`src/rtl/emb_index_fetcher.sv`:
```
// Embedding lookup request path: index stream -> table read -> row FIFO.
// Optional EMB_FETCH_PAD_ZERO_EN: index 0 returns a zero row without a read.
module emb_index_fetcher #(
  parameter int DATA_WIDTH  = 8,
  parameter int INDEX_WIDTH = 10,
  parameter int TABLE_DEPTH = 1024,
  parameter int FIFO_DEPTH  = 4
) (
  input  logic                    clk,
  input  logic                    rst_n,
  input  logic                    idx_valid,
  output logic                    idx_ready,
  input  logic [INDEX_WIDTH-1:0]  idx,
  input  logic                    idx_last,
  output logic                    tbl_read_enable,
  output logic [INDEX_WIDTH-1:0]  tbl_index,
  input  logic [DATA_WIDTH*8-1:0] tbl_data,
  output logic                    vec_valid,
  input  logic                    vec_ready,
  output logic [DATA_WIDTH*8-1:0] vec_data,
  output logic                    vec_last,
  output logic                    busy,
  output logic                    err_oob
);

  localparam int VW = DATA_WIDTH * 8;
  localparam int PW = $clog2(FIFO_DEPTH);
  localparam int CW = PW + 1;
  localparam logic [INDEX_WIDTH:0] TD =
    (INDEX_WIDTH+1)'(TABLE_DEPTH);

  typedef struct packed {
    logic valid;
    logic last;
    logic zero;
  } tag_t;

  tag_t                   rd_q;
  logic [INDEX_WIDTH-1:0] rd_index;
  tag_t                   cp_q;

  logic [VW:0]   mem [FIFO_DEPTH];
  logic [PW-1:0] wptr;
  logic [PW-1:0] rptr;
  logic [CW-1:0] count;
  logic [CW:0]   credits;

  logic accept;
  logic is_oob;
  logic is_pad;
  logic push;
  logic pop;

  assign is_oob = {1'b0, idx} >= TD;

`ifdef EMB_FETCH_PAD_ZERO_EN
  assign is_pad = (idx == '0);
`else
  assign is_pad = 1'b0;
`endif

  // In-flight rows hold a reserved slot, so a push never finds the FIFO full.
  assign credits = {1'b0, count}
                 + {{CW{1'b0}}, rd_q.valid}
                 + {{CW{1'b0}}, cp_q.valid};

  assign idx_ready = rst_n
                   && (credits < (CW+1)'(FIFO_DEPTH));
  assign accept    = idx_valid && idx_ready;

  assign tbl_read_enable = rd_q.valid && !rd_q.zero;
  assign tbl_index = tbl_read_enable ? rd_index : '0;

  assign push      = cp_q.valid;
  assign vec_valid = (count != '0);
  assign pop       = vec_valid && vec_ready;
  assign vec_data  = vec_valid ? mem[rptr][VW-1:0] : '0;
  assign vec_last  = vec_valid && mem[rptr][VW];

  assign busy = rd_q.valid || cp_q.valid || vec_valid;

  always_ff @(posedge clk or negedge rst_n) begin
    if (!rst_n) begin
      rd_q     <= '0;
      rd_index <= '0;
      cp_q     <= '0;
      err_oob  <= 1'b0;
    end else begin
      rd_q.valid <= accept;
      if (accept) begin
        rd_index  <= idx;
        rd_q.last <= idx_last;
        rd_q.zero <= is_oob || is_pad;
      end
      cp_q <= rd_q;
      if (accept && is_oob)
        err_oob <= 1'b1;
    end
  end

  always_ff @(posedge clk) begin
    if (push)
      mem[wptr] <= {cp_q.last, cp_q.zero ? {VW{1'b0}} : tbl_data};
  end

  always_ff @(posedge clk or negedge rst_n) begin
    if (!rst_n) begin
      wptr  <= '0;
      rptr  <= '0;
      count <= '0;
    end else begin
      if (push)
        wptr <= wptr + 1'b1;
      if (pop)
        rptr <= rptr + 1'b1;
      unique case ({push, pop})
        2'b10:   count <= count + 1'b1;
        2'b01:   count <= count - 1'b1;
        default: count <= count;
      endcase
    end
  end

endmodule

```
`config.mk`:
```
export PLATFORM = sky130hd
export DESIGN_NAME = emb_index_fetcher
export DESIGN_NICKNAME = d
export VERILOG_FILES = /design/src/rtl/emb_index_fetcher.sv
export SDC_FILE = /design/constraint.sdc
export NUM_CORES = 1
export LEC_CHECK = 0
export CORE_ASPECT_RATIO = 2
export CORE_UTILIZATION = 50
export CTS_CLUSTER_SIZE = 30
export DETAILED_ROUTE_END_ITERATION = 10
export PLACE_DENSITY = 0.85
export SLEW_MARGIN = 20
export SYNTH_ARGS = -nofsm -noshare
export SYNTH_HDL_FRONTEND = slang
export SYNTH_SLANG_ARGS = --single-unit
export TNS_END_PERCENT = 30
```
`constraint.sdc`:
```
create_clock -name clk -period 7.05 [get_ports clk]
set_clock_uncertainty 0.05 [all_clocks]
set_input_delay 1.0575 -clock clk [delete_from_list [all_inputs] [get_ports clk]]
set_output_delay 1.0575 -clock clk [all_outputs]
set_load 0.01 [all_outputs]
```
==> out/metrics.cfg, run 1 <==
[cts]
clk_pin_slew_ns=0.07
numCtsBuffers=23
cts_root_buffer=clkbuf_16
post_cts_buffers=0
clock_path_buffers=3
hold_buffers=0
cts_tree=built
cts.htree.levels=1
worstSkewPairLatency_ns=0.50
clock_sinks=281
ctsResizeCount=0

[synth]
yosysUniqueCellTypes=26
synth_edf_count=260
synthSimpleGateAreaFrac_pct=4.90
synth_most_common_cell=edfxtp_1
synth_top_area_share_pct=71.9
ys.flop_type=edfxtp_1
ys_top_cells_by_area=edfxtp_1 72%, mux4_2 13%, dfrtp_1 4.8%, and2_1 4.6%, mux2_2 1.1%
seq_area_frac_synth_pct=76.7
async_reset_ff_share_pct=7.47
synth.net_count=582
synth_top_area_cell=edfxtp_1
avgSynthCellArea_sq_um=21.9
synth_commonest_cells=260 x edfxtp_1, 80 x and2_1, 65 x mux4_2
synth_compound_area_share_pct=0.242
synth_cells=496
ys_warn_count=0
synth_top_family_by_area=multiplexers
synthXorXnorAreaFrac_pct=0.484
netlist_area_sq_um=10900
synth_mux_area_share_pct=14.7
synth-adder-area-share_pct=0.875
synth-seq-cells=281

[sta]
tightest_slew_ns=1.02
maxSlewViolCount=0
timing.setup.tns_ns=0
clock.fmax_mhz=225
period_minus_slack_ns=4.45
period_share_pct=63.2
relSlewSlack_pct=31.7
hold_viol_final=0
setup_viol=0
rsz0062_at_grt=false

[final_layout]
fill_cells=1461
post-route-util_pct=62.2
seq_area_sq_um=8340
diodes=0
drive_above_1_share_pct=17.4
syn_to_final_growth_pct=22.6
multi_input_area_sq_um=2320
nNetsFinal=739

[routing]
postRouteAntennaNets=0
drc=0
drt-total-wl_mm=20.4
wl_per_cell_microns=21.6
dr.pass1.iters=6
vias_per_cell=5.49
vias=5167
dr.first_iter.drc_count=242

[floorplanning]
io_pins=159
dieArea_sq_um=22400
die_y_microns=210
dieWidth_microns=106
start_util_pct=50.8
rows=76
core_area_sq_um=21400

[global_routing]
grt_pass1_vias=5718
antenna_found_initial=1
grt_max_degree=70
gr-total-overflow=0
grt_first_pass_wirelength_mm=31.1
grt_use_total_pct=18.6

[pwr]
irDropWorstVdd_mv=0.272
power.internal_uw=3690
power_frac_seq_pct=43.8
clkPwrFrac_pct=23.9
power.density_nw_per_um2=380
power_switching_uw=1380
switching_share_pct=27.2
p_leak_uw=0.00438
comb_power_share_pct=32.3

[placed_design]
portBuffers=157
dpl.hpwl_mm=12.1
place_congestion=0.759

[outcome]
outcome=completed

[setup_path]
criticalPathCategory=reg2out
start_kind=flop
endpoint_kind=output pin
arrival_ns=3.35
crit_fanout=43
critPathRequiredTime_ns=5.94

[hold_path]
min_path_type=reg2reg

[run]
drv_cap=0

[per-layer routing]
layer	vias to the layer above	part of all wire (%)	GRT usage, %
met4	2	3.2	8.05
met2	150	57	35.3
met3	43	4.3	2.72
met5	-	0.059	0
li1	2271	-	-
met1	2701	35	20.1
[cell type report]
class,instances,share of cell area [%]
flip-flops and latches,281,62.6
inverters,8,0.226
multi-input cells,181,17.4
repair buffers,158,11.9
clock buffers,29,4.49
well taps,273,2.57
clock inverters,11,0.771
[power groups by stage]
stage | Clock [uW] | Sequential [uW] | Combinational, uW
floorplan | 0 | 2070 | 1090
detailed placement | 0 | 2270 | 1650
CTS | 1240 | 2230 | 1660
finish | 1210 | 2220 | 1640
global placement | 0 | 2240 | 1620
global route | 1300 | 2250 | 1740
[state kept, by name, summed over array words and instances (netlist names)]
name,flops
mem,260
rd_index,10
rptr,2
push,1
cp_q,1
wptr,2
count,3
rd_q,2
[cells in the final DEF (no fill, tap or decap), drive strengths merged, types with 2 or more instances in the layout]
| cell | Yosys | final |
|---|---|---|
| edfxtp | 260 | 260 |
| mux2 | 11 | 11 |
| inv | 8 | 8 |
| clkbuf | 11 | 29 |
| xnor2 | 2 | 2 |
| and2 | 80 | 80 |
| xor2 | 4 | 4 |
| or3 | 2 | 2 |
| bufinv | 0 | 2 |
| clkdlybuf4s50 | 0 | 157 |
| ha | 6 | 6 |
| mux4 | 65 | 65 |
| clkinv | 0 | 9 |
| dfrtp | 21 | 21 |
[stage by stage]
stage | worst slack, ns | power, uW | cell area [sq um] | hold slack [ns] | cells
final | 2.60 | 5070 | 13300 | 0.346 | 941
after global routing | 2.36 | 5290 | 13300 | 0.367 | 941
after CTS | 2.45 | 5130 | 13300 | 0.343 | 941
after detailed placement | 2.88 | 3920 | 12600 | 0.327 | 901
after global placement | 2.93 | 3860 | 12600 | 0.308 | 901
after floorplan | 4.42 | 3160 | 10900 | 0.299 | 496
[cells by family after synthesis]
kind of cell    count (synthesis)
other cells                     1
xor+xnor                        6
fa+ha+maj                       7
buf+inv                        34
simple gates                   86
mux                            77
flops                         281
compound gates                  4
[worst paths after layout]
path                       slack (ns)     start  depth (start not counted)            to
max reg2reg                      4.50  count[0]                          8      count[2]
max                              2.60   rptr[0]                          4  vec_data[17]
min                              0.35   rd_q[1]                          0       cp_q[1]
max in group asynchronous        5.25     rst_n                          1       rptr[1]
min in group asynchronous        1.03     rst_n                          1   rd_index[0]
min reg2reg                      0.35   rd_q[1]                          0       cp_q[1]
[critical path, stage by stage (launching register included)]
cell and delay (ns):
dfrtp_4 0.99, buf_4 0.56, mux4_2 0.58, and2_1 0.21, clkdlybuf4s50_1 0.49
Note: power is estimated with default switching activity, not from simulation.
==> run 2: changes to the inputs <==
CORE_UTILIZATION = 49   (was 50)
PLACE_DENSITY = 0.87   (was 0.85)
clock period = 4 ns   (was 7.05 ns; I/O delays follow)
==> run 2 against run 1 <==
Clock power up 76%. First-iteration DRC count up 3.7%. Via count up 0.41%. Hold slack better by 0.0010 ns. Critical path depth unchanged. Global-route usage up 0.11 points. Largest power group unchanged. Highest routed layer unchanged.
==> out/metrics.cfg, run 2 (synthesis gave the netlist of run 1 again) <==
[cts]
clk_pin_slew_ns=0.07  ; about the same
post_cts_buffers=0  ; unchanged
cts_root_buffer=clkbuf_16
hold_buffers=0  ; unchanged
ctsResizeCount=0  ; unchanged
clock_sinks=281  ; unchanged
cts.htree.levels=1  ; unchanged
numCtsBuffers=23  ; unchanged
clock_path_buffers=3  ; unchanged
cts_tree=built
worstSkewPairLatency_ns=0.51  ; about the same

[run]
drv_cap=0  ; unchanged

[setup_path]
criticalPathCategory=reg2out
critPathRequiredTime_ns=3.35  ; -2.59 ns
endpoint_kind=output pin
start_kind=flop
arrival_ns=2.87  ; -0.48 ns
crit_fanout=31  ; -28%

[routing]
dr.first_iter.drc_count=251  ; +3.7%
postRouteAntennaNets=0  ; unchanged
dr.pass1.iters=4  ; -2
drc=0  ; unchanged
vias=5188  ; +0.41%
drt-total-wl_mm=20.3  ; -0.40%
vias_per_cell=5.47  ; -0.44%
wl_per_cell_microns=21.4  ; -1.2%

[sta]
tightest_slew_ns=1.02  ; -0.00818 ns
period_share_pct=88.0
period_minus_slack_ns=3.52
setup_viol=0  ; unchanged
setup_slack_ns=0.480  ; -2.12 ns
maxSlewViolCount=0  ; unchanged
timing.setup.tns_ns=0  ; unchanged
clock.fmax_mhz=284
relSlewSlack_pct=32.2  ; +0.55 points
rsz0062_at_grt=false
hold_viol_final=0  ; unchanged

[global_routing]
antenna_found_initial=3  ; +2
grt_first_pass_wirelength_mm=31.6  ; +1.8%
grt_use_total_pct=18.7  ; +0.11 points
gr-total-overflow=0  ; unchanged
grt_max_degree=66  ; -5.7%
grt_pass1_vias=5938  ; +3.8%

[placed_design]
dpl.hpwl_mm=12.8  ; +6.1%
pre_cts_slack_ns=0.953  ; -1.92 ns
portBuffers=157  ; unchanged
place_congestion=0.724  ; -4.6%

[final_layout]
nNetsFinal=744  ; +0.68%
fill_cells=1498  ; +2.5%
post-route-util_pct=61.7  ; -0.56 points
reg.largest.list=mem (260), rd_index (10), count (3)
syn_to_final_growth_pct=23.1
drive_above_1_share_pct=18.1  ; +0.74 points
largest_reg_flops=260  ; unchanged
layout_commonest_cell=edfxtp_1
top_register=mem
final_cell_mix=260 x edfxtp_1, 157 x clkdlybuf4s50_1, 76 x and2_1

[floorplanning]
die_y_microns=213  ; +1.0%
dieWidth_microns=107  ; +1.0%
dieArea_sq_um=22800  ; +2.0%
core_area_sq_um=21700  ; +1.3%
rows=76  ; unchanged
start_util_pct=50.1  ; -0.67 points
io_pins=159  ; unchanged

[pwr]
irDropWorstVdd_mv=0.443  ; +63%
power.density_nw_per_um2=670  ; +76%
p_leak_uw=0.00440  ; +0.55%

[hold_path]
min_path_type=reg2reg

[outcome]
outcome=completed

run 2: changes by cell type in the layout (fill, tap and decap cells not counted), moves of 2 or more:
cell / delta
buf_4: +4
clkbuf_8: +2
clkinv_2: -3
diode_2: +2
run 2: cell type report:
cell class,count,area [sq um],area share (%)
clock inverter,10,82.6,0.618
inverter,8,30.0,0.225
sequential,281,8340,62.4
multi-input combinational,181,2320,17.3
clock buffer,31,626,4.68
timing repair buffer,163,1630,12.2
tap,273,342,2.55
antenna,2,5.00,0.0374
run 2: final timing paths:
kind / from / end / slack [ns] / cells after the start
max: rptr[0] / vec_data[23] / 0.48 / 4
min: rd_q[1] / cp_q[1] / 0.35 / 0
max reg2reg: count[0] / count[2] / 1.38 / 8
min reg2reg: rd_q[1] / cp_q[1] / 0.35 / 0
max in group asynchronous: rst_n / rptr[0] / 3.26 / 2
min in group asynchronous: rst_n / rd_index[3] / 0.40 / 2
run 2: routing by layer:
layer	global-route usage [%]	routed length, microns	share of wire [%]	vias up
li1	-	-	-	2286
met1	20.7	7170	35	2682
met2	34.3	11400	56	170
met3	2.94	987	4.9	46
met4	9.35	724	3.6	4
met5	0	21	0.10	-
run 2: worst max-delay path: stages, from the launching register on:
cell and delay (ns):
dfrtp_4 0.76, buf_12 0.31, mux4_2 0.58, and2_1 0.18, clkdlybuf4s50_1 0.48
run 2: stage by stage:
step / instance area [sq um] / hold WS [ns] / power [uW] / cells
3_5_place_dp: 12700 / 0.331 / 6950 / 906
5_1_grt: 13400 / 0.355 / 9350 / 948
2_1_floorplan: 10900 / 0.254 / 5570 / 496
4_1_cts: 13400 / 0.346 / 9080 / 947
6_report: 13400 / 0.347 / 8950 / 949
3_3_place_gp: 12700 / 0.314 / 6830 / 906
run 2: report_power, final:
part	leakage, uW	switching [uW]	total, uW	internal, uW
combinational	0.00146	1260	3080	1820
sequential	0.00260	226	3750	3520
clock	0.000347	960	2130	1170
total	0.00440	2450	8950	6510
==> run 3: changes to the inputs <==
SETUP_SLACK_MARGIN = 0.05   (was default)
==> results of run 3 <==
Same layout as run 2: the final DEF is identical, and so are final timing and power.
